## src/rtl/osd_pkg.sv

```systemverilog
// rtl/osd_pkg.sv - shared types, alpha constants, colour codes and blend helper for the logo overlay
package osd_pkg;

    typedef enum logic [1:0] {
        OFF  = 2'd0,
        FADE = 2'd1,
        SHOW = 2'd2
    } osd_state_t;

    localparam int ALPHA_W   = 9;
    localparam int ALPHA_MAX = 256;

    localparam logic [2:0] COLOR_OFF   = 3'd0;
    localparam logic [2:0] COLOR_RED   = 3'd1;
    localparam logic [2:0] COLOR_GREEN = 3'd2;
    localparam logic [2:0] COLOR_BLUE  = 3'd3;
    localparam logic [2:0] COLOR_BLACK = 3'd4;

    // Truncating blend of one 8-bit channel; alpha 256 returns logo, 0 returns video.
    function automatic logic [7:0] blend_ch(
        input logic [7:0]         logo,
        input logic [7:0]         vid,
        input logic [ALPHA_W-1:0] alpha
    );
        logic [9:0]  inv;
        logic [16:0] acc;
        inv = 10'd256 - {1'b0, alpha};
        acc = 17'(logo) * 17'(alpha) + 17'(vid) * 17'(inv);
        return 8'(acc >> 8);
    endfunction

endpackage

```

## src/rtl/osd_delay_line.sv

```systemverilog
// rtl/osd_delay_line.sv - WIDTH x DEPTH shift register with synchronous active-low clear
module osd_delay_line #(
    parameter int WIDTH = 28,
    parameter int DEPTH = 2
) (
    input  logic             clk,
    input  logic             rst_n,
    input  logic [WIDTH-1:0] din,
    output logic [WIDTH-1:0] dout
);

    logic [WIDTH-1:0] stage [DEPTH];

    always_ff @(posedge clk) begin
        if (!rst_n) begin
            for (int i = 0; i < DEPTH; i++) begin
                stage[i] <= '0;
            end
        end else begin
            stage[0] <= din;
            for (int i = 1; i < DEPTH; i++) begin
                stage[i] <= stage[i-1];
            end
        end
    end

    assign dout = stage[DEPTH-1];

endmodule

```

## src/rtl/logo_overlay_mixer.sv

```systemverilog
// rtl/logo_overlay_mixer.sv - windowed logo alpha blend with per-frame fade-in; optional LOGO_CHROMA_KEY_EN
module logo_overlay_mixer
    import osd_pkg::*;
#(
    parameter int                DATA_W    = 24,
    parameter int                LOGO_X0   = 0,
    parameter int                LOGO_Y0   = 0,
    parameter int                LOGO_W    = 50,
    parameter int                LOGO_H    = 50,
    parameter int                LAT       = 2,
    parameter int                FADE_STEP = 32,
    parameter logic [DATA_W-1:0] KEY_COLOR = 24'h000000
) (
    input  logic              clk,
    input  logic              rst_n,
    input  logic              vid_de_i,
    input  logic              vid_hs_i,
    input  logic              vid_vs_i,
    input  logic [DATA_W-1:0] vid_data_i,
    input  logic [11:0]       pixel_x,
    input  logic [11:0]       pixel_y,
    input  logic [DATA_W-1:0] logo_data_i,
    input  logic [2:0]        color_select,
    output logic              vid_de_o,
    output logic              vid_hs_o,
    output logic              vid_vs_o,
    output logic [DATA_W-1:0] vid_data_o,
    output logic              fade_busy_o
);

    localparam int                 BUNDLE_W   = DATA_W + 4;
    localparam int                 STEP_CLAMP = (FADE_STEP > ALPHA_MAX) ? ALPHA_MAX : FADE_STEP;
    localparam logic [ALPHA_W-1:0] STEP_A     = ALPHA_W'(STEP_CLAMP);
    localparam logic [ALPHA_W-1:0] ALPHA_FULL = ALPHA_W'(ALPHA_MAX);

`ifdef LOGO_CHROMA_KEY_EN
    localparam bit KEY_EN = 1'b1;
`else
    localparam bit KEY_EN = 1'b0;
`endif

    // A borrow on the subtraction lands far above the width, so one compare covers both bounds.
    logic [12:0] x_rel;
    logic [12:0] y_rel;
    logic        in_win;

    assign x_rel  = {1'b0, pixel_x} - 13'(LOGO_X0);
    assign y_rel  = {1'b0, pixel_y} - 13'(LOGO_Y0);
    assign in_win = vid_de_i && (x_rel < 13'(LOGO_W)) && (y_rel < 13'(LOGO_H));

    logic [BUNDLE_W-1:0] d_bundle;
    logic                d_vs;
    logic                d_hs;
    logic                d_de;
    logic                d_win;
    logic [DATA_W-1:0]   d_vid;

    osd_delay_line #(
        .WIDTH (BUNDLE_W),
        .DEPTH (LAT)
    ) u_delay (
        .clk   (clk),
        .rst_n (rst_n),
        .din   ({vid_vs_i, vid_hs_i, vid_de_i, in_win, vid_data_i}),
        .dout  (d_bundle)
    );

    assign {d_vs, d_hs, d_de, d_win, d_vid} = d_bundle;

    logic vs_q;
    logic fs;

    assign fs = vid_vs_i && !vs_q;

    osd_state_t         state;
    osd_state_t         state_n;
    logic [ALPHA_W-1:0] alpha;
    logic [ALPHA_W-1:0] alpha_n;
    logic [2:0]         sel_last;
    logic [2:0]         sel_last_n;
    logic [ALPHA_W:0]   alpha_sum;

    always_ff @(posedge clk) begin
        if (!rst_n) begin
            vs_q     <= 1'b0;
            state    <= OFF;
            alpha    <= '0;
            sel_last <= COLOR_OFF;
        end else begin
            vs_q     <= vid_vs_i;
            state    <= state_n;
            alpha    <= alpha_n;
            sel_last <= sel_last_n;
        end
    end

    // Only the select seen on the frame-start cycle matters, so alpha is constant across a frame.
    always_comb begin
        state_n    = state;
        alpha_n    = alpha;
        sel_last_n = sel_last;
        alpha_sum  = {1'b0, alpha} + {1'b0, STEP_A};
        if (fs) begin
            if (color_select == COLOR_OFF) begin
                state_n    = OFF;
                alpha_n    = '0;
                sel_last_n = COLOR_OFF;
            end else if (color_select != sel_last) begin
                state_n    = FADE;
                alpha_n    = STEP_A;
                sel_last_n = color_select;
            end else if (state == FADE) begin
                if (alpha_sum >= (ALPHA_W+1)'(ALPHA_MAX)) begin
                    alpha_n = ALPHA_FULL;
                    state_n = SHOW;
                end else begin
                    alpha_n = alpha_sum[ALPHA_W-1:0];
                end
            end
        end
    end

    logic [DATA_W-1:0] blended;
    logic              key_hit;
    logic              pass;

    assign blended = {blend_ch(logo_data_i[23:16], d_vid[23:16], alpha),
                      blend_ch(logo_data_i[15:8],  d_vid[15:8],  alpha),
                      blend_ch(logo_data_i[7:0],   d_vid[7:0],   alpha)};
    assign key_hit = KEY_EN && (logo_data_i == KEY_COLOR);
    assign pass    = !d_win || !d_de || (state == OFF) || key_hit;

    always_ff @(posedge clk) begin
        if (!rst_n) begin
            vid_de_o   <= 1'b0;
            vid_hs_o   <= 1'b0;
            vid_vs_o   <= 1'b0;
            vid_data_o <= '0;
        end else begin
            vid_de_o   <= d_de;
            vid_hs_o   <= d_hs;
            vid_vs_o   <= d_vs;
            vid_data_o <= pass ? d_vid : blended;
        end
    end

    assign fade_busy_o = (state == FADE);

endmodule

```

## config.mk

```make
export PLATFORM = sky130hd
export DESIGN_NAME = logo_overlay_mixer
export DESIGN_NICKNAME = d
export VERILOG_FILES = /design/src/rtl/osd_pkg.sv /design/src/rtl/osd_delay_line.sv /design/src/rtl/logo_overlay_mixer.sv
export SDC_FILE = /design/constraint.sdc
export NUM_CORES = 1
export LEC_CHECK = 0
export CORE_MARGIN = 4
export CORE_UTILIZATION = 45
export CTS_CLUSTER_DIAMETER = 200
export DETAILED_ROUTE_END_ITERATION = 6
export MAX_ROUTING_LAYER = met4
export SYNTH_ARGS = -nofsm -noshare
export SYNTH_HDL_FRONTEND = slang
export SYNTH_SLANG_ARGS = --single-unit
```

## constraint.sdc

```tcl
create_clock -name clk -period 18.2 [get_ports clk]
set_clock_uncertainty 0.15 [all_clocks]
set_input_delay 5.46 -clock clk [delete_from_list [all_inputs] [get_ports clk]]
set_output_delay 5.46 -clock clk [all_outputs]
set_load 0.01 [all_outputs]
```

Word level (Yosys, flattened, before mapping)
Memories as Yosys holds them, arrays and structs flattened.
Index checks and enable logic that the tools add are counted.

word-level totals
  input bits = 80
  bits in read-only memories = 0
  output and inout bits = 28
  memories kept = 1
  bits in registers = 42
  bits in writable memories = 56
  logic and storage cells = 58
  latch bits = 0

cells by class
  div/mod/pow operators = 0
  reduce and logical (&&, ||, !) cells = 16
  shift-type cells = 0
  bitwise logic cells = 2
  multiply operators = 6
  eq/ne operators = 2
  add/sub/neg operators = 5
  mux-type cells = 15
  $lt $le $gt $ge = 3

memory list
  memory         words  width  rd ports  clocked after memory_dff  wr ports  RTL line              RTL
  u_delay.stage  2      28     2         0                         2         osd_delay_line.sv:12  logic [WIDTH-1:0] stage [DEPTH];

operators by type and width
  cell                                                          number
  two-way mux 28 bit                                            2
  adder 16 bit                                                  3
  multiplier 8 x 10 -> 16 bit                                   3
  multiplier 8 x 9 -> 16 bit                                    3
  two-way mux 9 bit                                             4
  less-than comparator 12 x 6 -> 1 bit (second input constant)  2
  two-way mux 24 bit                                            1
  adder 9 x 6 -> 10 bit (second input constant)                 1
  >= comparator 10 x 9 -> 1 bit (second input constant)         1
  subtractor 9 x 9 -> 10 bit (first input constant)             1
  two-way mux 2 bit                                             4
  two-way mux 3 bit                                             2
  nonzero test 3 bit                                            2
  AND reduction 2 bit                                           2
  logical AND 1 bit                                             3
  zero test 1 bit                                               3
  zero test 3 bit                                               1
  inequality test 3 bit                                         1
  AND reduction 3 bit                                           1
  == test 2 x 1 -> 1 bit (second input constant)                1
  zero test 2 bit                                               1
  logical OR 1 bit                                              2
  two-way mux 1 bit                                             2
  OR 1 bit                                                      2
  nonzero test 2 bit                                            1

Logic depth before layout (Yosys ltp)
  depth after elaboration = 6
  mapped depth = 27
  gate-level depth less buffers = 24

By module
Synthesis repeated with hierarchy kept, for this count alone.

unflattened totals
  cells, all modules = 1356
  area, all modules = 12544.5 um^2

modules (own cells, without submodules)
  module              cells an instance  area an instance (um^2)  times used  sequential area each (um^2)
  logo_overlay_mixer  1210               10801.6                  1           740.7
  osd_delay_line      146                1742.9                   1           1121.1

Worst setup path after synthesis
Ideal clock, no wire load.

  path type = input port to flip-flop
  from = input port logo_data_i[1]
  to = register vid_data_o[7]
  arrival = 10153 ps
  buffers on the path = 0
  required time = 17917 ps
  path slack = 7765 ps
  setup time = 133 ps
  cell stages on the path = 18
  cells stage by stage = nand2_1 fa_1 inv_1 fa_1 fa_1 fa_1 fa_1 inv_1 fa_1 inv_1 ha_1 or3_4 a21oi_2 o31ai_1 or3_1 a31oi_1 xnor2_1 a21oi_1

on the way
  word-level cells in the longest chain between the ends = 3

ends and longest elaborated chain
  what                        RTL line                   RTL
  start, declared             logo_overlay_mixer.sv:22   input logic [DATA_W-1:0] logo_data_i,
  multiplier 8 x 9 -> 16 bit  osd_pkg.sv:28              acc = 17'(logo) * 17'(alpha) + 17'(vid) * 17'(inv);
  adder 16 bit                osd_pkg.sv:28
  two-way mux 24 bit          logo_overlay_mixer.sv:143  vid_data_o <= pass ? d_vid : blended;
  end signal, assigned        logo_overlay_mixer.sv:143
  end, declared               logo_overlay_mixer.sv:27   output logic [DATA_W-1:0] vid_data_o,

No other way between the ends.
A chain may end at the register's enable or synchronous reset.

Worst setup path after layout
Ends and elaborated chain as after synthesis.

==> run metrics <==
met3 layer usage reported by global route=between 3 and 4%; post-synthesis sequential area ratio=between 10% and 20%; layout cells sized above 1=approximately 2.2%; drt wl/cell=approximately 14 µm; CTS H-tree depth=3; Core Box Area=roughly 26,000 µm²; critical path data required time=between 15 and 20 ns; post-route ant nets=0; clk_lat worst skew=0.36 ns; Port Buffer Count=roughly 110; Hold Path Origin=u_delay.stage[0][8]; Chip Width=roughly 170 µm; Most used DFF post-synth=dfxtp_1; post_cts resized=0; P&R area growth vs syn=17.5%; RR Startpoint=alpha[7]; Tcrit/Tclk final=between 60 and 70%; most frequent cells in the layout=inv_1, fa_1, and2_1, ha_1, nand2_1; Worst-path clk slew=0.08 ns; R2R setup slack=about 11 ns; outcome=finished clean; Final GP Congestion=between 0.8 and 0.9; crit end category=flop; Critical R2R Capture=vid_data_o[7]; clk sink count=between 90 and 100; maximum vdd drop=0.0000505 V; CTS buffer count=9; Final Hold Fails=0; Post-route DRC=0; total gr overflow=0; RSZ-0062 raised after global routing=no; Final Setup Violations=0; Post-synth ARST share=0%; hold buffers post-CTS=0; type of the tightest min-delay check=reg -> reg; setup bufs post-CTS=0; top-area cell type share of the netlist area=around a third; Rows=59; Tmin final=11.06 ns; starting density of the core=45.8%; Startpoint Class=input pin; Max Fanout on Critical Path=4; met2 Use GR=29.7%; CTS tree=built; Worst EP arrival=11.13 ns; Tightest Pin Transition=around 0.83 ns; syn avg cell area=a little over 9 µm²; Via density=4.71; GRT Total Usage=roughly 19%; Area contributors post-synth=fa_1, ha_1, dfxtp_1; die outline height=approximately 170 µm; detailed placement HPWL=19.9 mm; commonest non-fill, non-tap cell in the layout=inv_1; Yosys top cell by area=fa_1; initial DRC count=approximately 280; P_leak=just over 7 nW; met1 GRT Util=between 20% and 30%; Synth cell types=45; global-route wire length before repair=between 40 and 50 mm; clock buffer depth=2; clk root buf=clkbuf_16; WHS Endpoint=u_delay.stage[0][36]; DR vias=8,552; Post-Syn Area=approximately 12,000 µm²; min setup slack post-route=7.14 ns; iteration count of the initial detailed-routing pass=4; post-synthesis register bit count=92; number of max-cap violations=0; largest net degree at the start of global routing=slightly below 70; Post-Synthesis Cells=between 1k and 1.5k; yosys warns=0; Crit Path Class=in -> reg; number of global-route vias before repair=approximately 8.7k; R2R depth=22; final max-slew violation count=0; WL final=24.8 mm; fin nets=approximately 1.9k; highest clock rate=roughly 0.09 GHz; Rel. slew slack=44.4%; Placement Setup Slack=between 6 and 7 ns; Power Dens Cells=~63 nW/µm²; most crowded layer after global routing=met2; hold path cells=1; count of flip-flops with a built-in enable after synthesis=0; initial antenna violation count=0; Die Area=slightly below 30,000 µm²; setup tns final=0 ns; Final Total Pwr=between 800 and 900 µW; Ports=roughly 110
==> per-layer routing <==
layer	vias up	share of wire, %	wire [µm]
met5	-	0	0
met4	0	1.3	329
met3	23	4.9	1200
met2	141	47	11700
met1	4209	47	11600
li1	4179	-	-
==> flip-flops by register name (all words and copies together) (netlist names) <==
name and cells:
u_delay.stage 56, vid_data_o 24, sel_last 3, alpha 4
vid_hs_o 1, state 2, vid_vs_o 1, vid_de_o 1
==> synthesized netlist by cell type (3+ instances only) <==
cell type	count
nand4_1	5
nor4_1	6
a21oi_1	32
nor2b_1	8
nand3_1	8
clkbuf_1	32
or3_1	6
o21a_1	25
nand2_1	117
o21ai_1	3
o211ai_1	4
nor2_1	27
nand2b_1	7
a211o_1	6
xnor2_1	41
fa_1	192
and2_1	188
a211oi_1	9
o32ai_1	3
inv_1	269
dfxtp_1	92
o21ai_0	20
a21o_1	4
ha_1	149
xor2_1	10
==> worst max-delay path: stages <==
cell and delay (ns):
clkdlybuf4s50_1 0.56, nand2_1 0.11, fa_1 0.54, inv_1 0.06, fa_1 0.56, fa_1 0.44
fa_1 0.50, fa_1 0.54, inv_1 0.05, fa_1 0.54, inv_1 0.04, ha_1 0.24
or3_4 0.35, a21oi_2 0.15, o31ai_1 0.12, or3_1 0.33, a31oi_1 0.28, xnor2_1 0.16
a21oi_1 0.08
==> area by class of cell <==
| type | count | area, µm² |
|---|---|---|
| Fill cell | 2477 | 12100 |
| Multi-Input combinational cell | 984 | 9320 |
| Sequential cell | 92 | 1840 |
| Timing Repair Buffer | 117 | 1140 |
| Inverter | 270 | 1010 |
| Tap cell | 335 | 419 |
| Clock buffer | 9 | 225 |
| Clock inverter | 7 | 105 |
| Antenna cell | 1 | 2.50 |
==> report_power, final <==
part / internal, mW / leakage (nW) / switching (mW)
registers: 0.209 / 0.756 / 0.00594
clock network: 0.112 / 0.159 / 0.0971
logic: 0.211 / 6.15 / 0.245
total: 0.531 / 7.07 / 0.348
==> logic make-up (layout without fill, tap and decap cells) <==
kind of cell / Yosys count / after routing / share of synthesized area, %
and+or+nand+nor: 379 / 379 / 16.8
adders and majority gates: 341 / 341 / 47.7
buffers and inverters: 305 / 403 / 9.59
AOI/OAI and AO/OA: 117 / 117 / 6.38
DFF: 92 / 92 / 15.4
xor gates and xnor gates: 52 / 52 / 3.92
other: 2 / 94 / 0.0628
muxes: 2 / 2 / 0.167
==> worst max path at each step <==
stage / startpoint / endpoint / slack, ns / depth (start not counted)
final: logo_data_i[1] / vid_data_o[7] / 7.14 / 19
after global routing: logo_data_i[3] / vid_data_o[7] / 6.89 / 19
after CTS: logo_data_i[1] / vid_data_o[7] / 7.14 / 19
after detailed placement: logo_data_i[1] / vid_data_o[7] / 6.80 / 19
after global placement: logo_data_i[1] / vid_data_o[7] / 6.80 / 19
after floorplan: logo_data_i[1] / vid_data_o[7] / 7.76 / 18
==> through the flow <==
stage          hold slack [ns]  utilization (%)  cell area (µm²)  std cells
4_1_cts                  0.282             53.8            14100       1814
6_report                 0.280             53.8            14100       1815
2_1_floorplan            0.256                -            12300       1381
3_5_place_dp             0.268             52.5            13700       1798
5_1_grt                  0.297             53.8            14100       1814
3_3_place_gp             0.264             52.5            13700       1798
No activity file was read; power rests on OpenSTA's default activity.
